File: config.mk
export PLATFORM = sky130hd
export DESIGN_NAME = pipe_result_collector
export DESIGN_NICKNAME = d
export VERILOG_FILES = /design/src/rtl/pipe_result_collector.sv
export SDC_FILE = /design/constraint.sdc
export NUM_CORES = 1
export LEC_CHECK = 0
export BUFFER_PORTS_ARGS = -buffer_cell sky130_fd_sc_hd__buf_2
export CORE_MARGIN = 4
export CORE_UTILIZATION = 60
export DETAILED_ROUTE_END_ITERATION = 8
export GPL_TIMING_DRIVEN = 0
export PLACE_DENSITY = 0.83
export SYNTH_ARGS = -nofsm -noshare
export SYNTH_HDL_FRONTEND = slang
export SYNTH_SLANG_ARGS = --single-unit
File: constraint.sdc
create_clock -name clk -period 5.8 [get_ports clk]
set_clock_uncertainty 0.2 [all_clocks]
set_input_delay 0 -clock clk [delete_from_list [all_inputs] [get_ports clk]]
set_output_delay 0 -clock clk [all_outputs]
set_load 0.02 [all_outputs]
File: src/rtl/pipe_result_collector.sv
// Collects results from the valid-less 3-stage F pipeline, tracks in-flight
// operand sets with a valid shift register and buffers results in a small FIFO.
module pipe_result_collector #(
   parameter int N     = 10,
   parameter int LAT   = 3,
   parameter int DEPTH = 4
) (
   input  logic                     clk,
   input  logic                     rst_n,
   input  logic                     in_valid,
   input  logic [N-1:0]             pipe_f,
   input  logic                     flush,
   output logic                     out_valid,
   input  logic                     out_ready,
   output logic [N-1:0]             out_data,
   output logic [$clog2(DEPTH):0]   count,
   output logic                     overflow
);

   localparam int AW = $clog2(DEPTH);
   localparam int CW = AW + 1;

   logic [LAT-1:0] vld_sr;
   logic [AW-1:0]  wr_ptr;
   logic [AW-1:0]  rd_ptr;
   logic [N-1:0]   mem [DEPTH];

   logic cap;
   logic full;
   logic pop;
   logic push;
   logic drop;

   // A full FIFO still accepts a result when the head leaves in the same cycle.
   assign cap       = vld_sr[LAT-1];
   assign full      = (count == CW'(DEPTH));
   assign out_valid = (count != '0);
   assign pop       = out_valid & out_ready;
   assign push      = cap & (~full | pop);
   assign drop      = cap & full & ~pop;
   assign out_data  = out_valid ? mem[rd_ptr] : '0;

   always_ff @(posedge clk or negedge rst_n) begin
      if (!rst_n) begin
         vld_sr <= '0;
      end else if (flush) begin
         vld_sr <= '0;
      end else begin
         vld_sr[0] <= in_valid;
         for (int i = 1; i < LAT; i++) begin
            vld_sr[i] <= vld_sr[i-1];
         end
      end
   end

   always_ff @(posedge clk or negedge rst_n) begin
      if (!rst_n) begin
         wr_ptr   <= '0;
         rd_ptr   <= '0;
         count    <= '0;
         overflow <= 1'b0;
      end else if (flush) begin
         wr_ptr   <= '0;
         rd_ptr   <= '0;
         count    <= '0;
         overflow <= 1'b0;
      end else begin
         if (push) begin
            wr_ptr <= wr_ptr + 1'b1;
         end
         if (pop) begin
            rd_ptr <= rd_ptr + 1'b1;
         end
         case ({push, pop})
            2'b10:   count <= count + 1'b1;
            2'b01:   count <= count - 1'b1;
            default: count <= count;
         endcase
         if (drop) begin
            overflow <= 1'b1;
         end
      end
   end

   // Storage is not reset; pointers and count define what is valid.
   always_ff @(posedge clk) begin
      if (push && !flush) begin
         mem[wr_ptr] <= pipe_f;
      end
   end

endmodule

======== Word level (Yosys, flattened, before mapping) ========
Memory sizes are Yosys's and may differ from the RTL's.
Index checks and enable logic that the tools add are counted.
word-level totals
  bits in registers ....................... 11
  memory bits (writable) .................. 40
  input port bits ......................... 15
  output and inout bits ................... 15
  logic and storage cells ................. 39
  memories kept ........................... 1
memories
  memory  depth  bits a word  read ports  clocked after memory_dff  write ports  line  text
  mem     4      10           1           0                         1            26    logic [N-1:0] mem [DEPTH];
cells by class
  $add $sub $neg .......................... 4
  equal/unequal tests ..................... 3
  muxes and demuxes ....................... 12
  bitwise logic cells ..................... 7
  reductions and logical operators ........ 7
operators by type and width
  cell                   count
  $mux W10               1
  $mux W2                4
  $mux W3                2
  $pmux W3 S2            1
  $reduce_bool A2 Y1     3
  $reduce_bool A3 Y1     2
  $add A2 B1 Y2 const B  2
  $and A1 B1 Y1          4
  $mux W1                4
  $add A3 B1 Y3 const B  1
  $eq A3 B3 Y1 const B   1
  $sub A3 B1 Y3 const B  1
  $eq A2 B1 Y1 const B   1
  $eq A2 B2 Y1 const B   1
  $not A1 Y1             2
  $logic_and A1 B1 Y1    1
  $logic_not A1 Y1       1
  $or A1 B1 Y1           1

======== Logic depth before layout (Yosys ltp) ========
  depth after elaboration ................. 7
  mapped depth ............................ 7
  mapped depth without buffers ............ 6

======== Worst setup path before layout ========
Ideal clock, no wire load.
  path type ............................... register -> register
  start point ............................. register count[1]
  end point ............................... register count[2]
  library setup time ...................... 0.137 ns
  data arrival time ....................... 2.137 ns
  data required time ...................... 5.463 ns
  path slack .............................. 3.326 ns
  stages on the path, launching flop included .. 8
  path buffers ............................ 1
  clock period less this slack ............ 2.474 ns
  cell sequence ........................... dfrtp_1 -> buf_4 -> o31ai_1 -> nor2_1 -> fa_1 -> or3b_1 -> a32oi_1 -> a31oi_1
on the way
  longest elaborated chain between the ends .. 7
  elaborated cells between the ends (all ways) .. 13
  those cells by class .................... add/sub (2); eq/ne (3); mux (2); bitwise (4); reduce/logical (2)
RTL lines
  what                                                       line    text
  start: declaration                                         16      output logic [$clog2(DEPTH):0] count,
  start signal: assignment                                   75      2'b10: count <= count + 1'b1;
  start signal: assignment                                   76      2'b01: count <= count - 1'b1;
  start signal: assignment                                   77      default: count <= count;
  $reduce_bool A3 Y1 / $eq A3 B3 Y1 (equally long branches)  37, 36
  $and A1 B1 Y1 / $not A1 Y1 (equally long branches)         38, 39
  $or A1 B1 Y1                                               39      assign push = cap & (~full | pop);
  $and A1 B1 Y1                                              39
  $eq A2 B1 Y1 / $eq A2 B2 Y1 (equally long branches)        74      case ({push, pop})
  $pmux W3 S2                                                74
  $mux W3                                                    62      end else if (flush) begin
Several ways; a longest one is shown, not always the timed one.
A chain may end at the register's enable or synchronous reset.

======== Final worst setup path ========
  start point ............................. register count[1]
  end point ............................... register count[1]
The elaborated chain is that of the path after synthesis.

==> run metrics <==
fin crit period around 2.8 ns; Final setup viols 0; GR Overflow Total 0; CP Data Required Time between 5 and 6 ns; TNS Setup 0 ns; # rows 21; I/O pin total 30; Max Cap Viol 0; storage element area between 1000 and 1500 sq um; vias per cell around 5.5; Critical Setup Path Class reg -> reg; Hold/Removal Path Class in -> reg; P&R area growth vs syn 20.20%; top cells by area, synth edfxtp_1 53%, dfrtp_1 12%, mux4_2 8.0%; fmax around 0.35 GHz; Total GRT Usage 17.73%; placed cell count 212; die height 69.22 um; Yosys warning count 0; Synth Register Bits 51; routed len/inst 16.17 um; clock slew at reported path FFs approximately 0.09 ns; Root Buffer clkbuf_8; Initial Util 64.83%; register area share after synthesis 65.66%; input/output buffers 29; clock buffer depth 2; hold-critical path depth 2; Hold Crit Endpoint mem[3][0]; Yosys top cell by area edfxtp_1; TritonCTS buffer count 5; ANT cells 0; H-tree depth 2; largest net degree at the start of global routing 18; Critical Path AT 2.86 ns; CTS tree done; number of global-route vias before repair roughly 1300; reg2reg start count[1]; Slew HR 62.75%; worst-path fanout max 10; global-route wire length before repair between 6 and 7 mm; Leak Pwr 0.001043 uW; Pre-antenna DRT Iters 4; status finished clean; Min-Delay Startpoint pipe_f[0]; Syn Inst Count around 140; Sink Count 51; Skew-Pair Late Insertion Delay about 0.30 ns; Critical Path End Type flop; fin nets about 210; Synth top area share 53.42%; count of different cell masters after synthesis 34; synthesized cell area 2248 sq um; Reg2Reg Depth 8; PwrDens 241.3 nW/um^2; final wirelength roughly 3.8 mm; Tightest Pin Transition ~0.56 ns; total core area about 3500 sq um; die area approximately 4800 sq um; DP HPWL about 2.6 mm; Final Hold Fails 0; Post CTS Setup Buffer Count 0; Max IR drop VDD around 0.18 mV; gpl congestion between 0.8 and 0.9; ratio of cells with drive above 1 in the final layout between 20% and 30%; Reg-to-Reg End count[1]; Initial DRC Count roughly 100; multi-input gate area in the final layout slightly below 700 sq um; Max Slew Vio Count 0; final cell count without fillers ~240; final period utilization 48.72%; CP startpoint kind flop; initial antenna violation count 0; Post-Syn Area per Cell about 16 sq um; Syn Nets 157; Fillers between 200 and 250; RSZ-0062 raised after global routing no; Die W 69.22 um; DRT antenna net count 0; total number of vias between 1000 and 1500; internal reg-to-reg setup slack approximately 3.0 ns; drc violations 0
==> critical path, stage by stage, from the launching register on <==
cell and delay [ns]:
dfrtp_1 0.43, buf_4 0.19, o31ai_1 0.35, nor2_1 0.11
fa_1 0.51, nand2b_1 0.12, a21oi_1 0.08, a2111oi_2 0.19
dlygate4sd3_1 0.58
==> Yosys cell counts <==
cell / number
and2_1: 15
nand2b_1: 2
edfxtp_1: 40
a32oi_1: 1
a21oi_1: 5
inv_1: 4
or3b_1: 1
o21ai_0: 5
nor4b_1: 1
a2111oi_2: 1
nor2_1: 5
clkbuf_1: 1
o22ai_1: 1
nand3b_1: 1
mux4_1: 2
nand3_1: 1
or3_1: 2
a211oi_1: 2
a31oi_1: 1
dfrtp_1: 11
fa_1: 1
nor3_1: 1
o31a_1: 1
buf_4: 3
buf_2: 3
xor2_1: 3
o311ai_0: 1
nor4b_4: 1
nor2b_1: 5
ha_1: 4
mux4_2: 8
mux2i_1: 1
o31ai_1: 1
buf_6: 2
==> sequential cells by signal, summed over array words and instances, names as in the netlist <==
name      flops
vld_sr        3
count         3
wr_ptr        2
overflow      1
rd_ptr        2
mem          40
==> routing by layer <==
metal	GRT usage, %	wire (um)	vias to the layer above
li1	-	-	621
met1	24.70	1673	641
met2	26.59	1891	35
met3	5.217	189	7
met4	6.508	60	0
met5	0	0	-
==> cells in the final DEF (no fill, tap or decap), types with 2 or more instances in the layout <==
| cell type | n |
|---|---|
| nand2b_1 | 2 |
| a211oi_1 | 2 |
| mux4_2 | 8 |
| mux4_1 | 2 |
| edfxtp_1 | 40 |
| clkbuf_8 | 5 |
| nor2_1 | 5 |
| buf_4 | 3 |
| buf_6 | 2 |
| or3_1 | 2 |
| a21oi_1 | 5 |
| o21ai_0 | 5 |
| buf_2 | 32 |
| nor2b_1 | 5 |
| inv_1 | 4 |
| dfrtp_1 | 11 |
| dlygate4sd3_1 | 16 |
| ha_1 | 4 |
| xor2_1 | 3 |
| and2_1 | 15 |
==> kinds of logic (layout without fill, tap and decap cells) <==
logic type,after synthesis,in the layout,synth area share [%]
AO/OA/AOI/OAI,19,19,5.620
XOR/XNOR,3,3,1.169
adder cells (fa/ha/maj),5,5,3.116
buffers and inverters,13,66,3.505
flip-flops,51,51,65.66
multiplexers,11,11,10.80
AND/OR/NAND/NOR,35,35,10.13
==> stage by stage <==
stage	util [%]	total power [uW]	instance area, sq um	hold slack, ns	setup WS [ns]
finish	77.92	652.1	2703	0.2388	2.974
global route	77.92	680.3	2703	0.2476	2.709
CTS	77.92	657.5	2703	0.2321	3.011
detailed placement	70.67	453.9	2451	-0.3148	3.264
global placement	70.67	451.7	2451	-0.3189	3.283
floorplan	-	435.7	2248	-0.4956	3.326
==> cell type report <==
cell class | instances | share of cell area (%)
multi-input cells | 73 | 25.65
flip-flops and latches | 51 | 54.63
plain buffers | 9 | 2.361
repair buffers | 45 | 11.30
clock inverters | 3 | 0.8333
clock buffers | 5 | 2.546
inverters | 4 | 0.5556
well taps | 46 | 2.130
==> power breakdown <==
| group | internal (uW) | leakage [uW] | switching, uW |
|---|---|---|---|
| Clock | 86.4 | 0.0000485 | 112 |
| Combinational | 26.6 | 0.000483 | 27.8 |
| Sequential | 397 | 0.000511 | 1.85 |
==> repair_timing <==
action                     CTS  global route
hold buffers                16             0
resized for setup            0             0
setup endpoints to repair    0             0
hold endpoints to repair    56             0
==> worst max path at each step <==
| stage | start | to | slack [ns] |
|---|---|---|---|
| 4_1_cts | count[1] | count[1] | 3.01 |
| 5_1_grt | count[1] | count[1] | 2.71 |
| 3_5_place_dp | count[1] | count[2] | 3.26 |
| 3_3_place_gp | count[1] | count[2] | 3.28 |
| 6_report | count[1] | count[1] | 2.97 |
| 2_1_floorplan | count[1] | count[2] | 3.33 |
No activity file was read; power rests on OpenSTA's default activity.
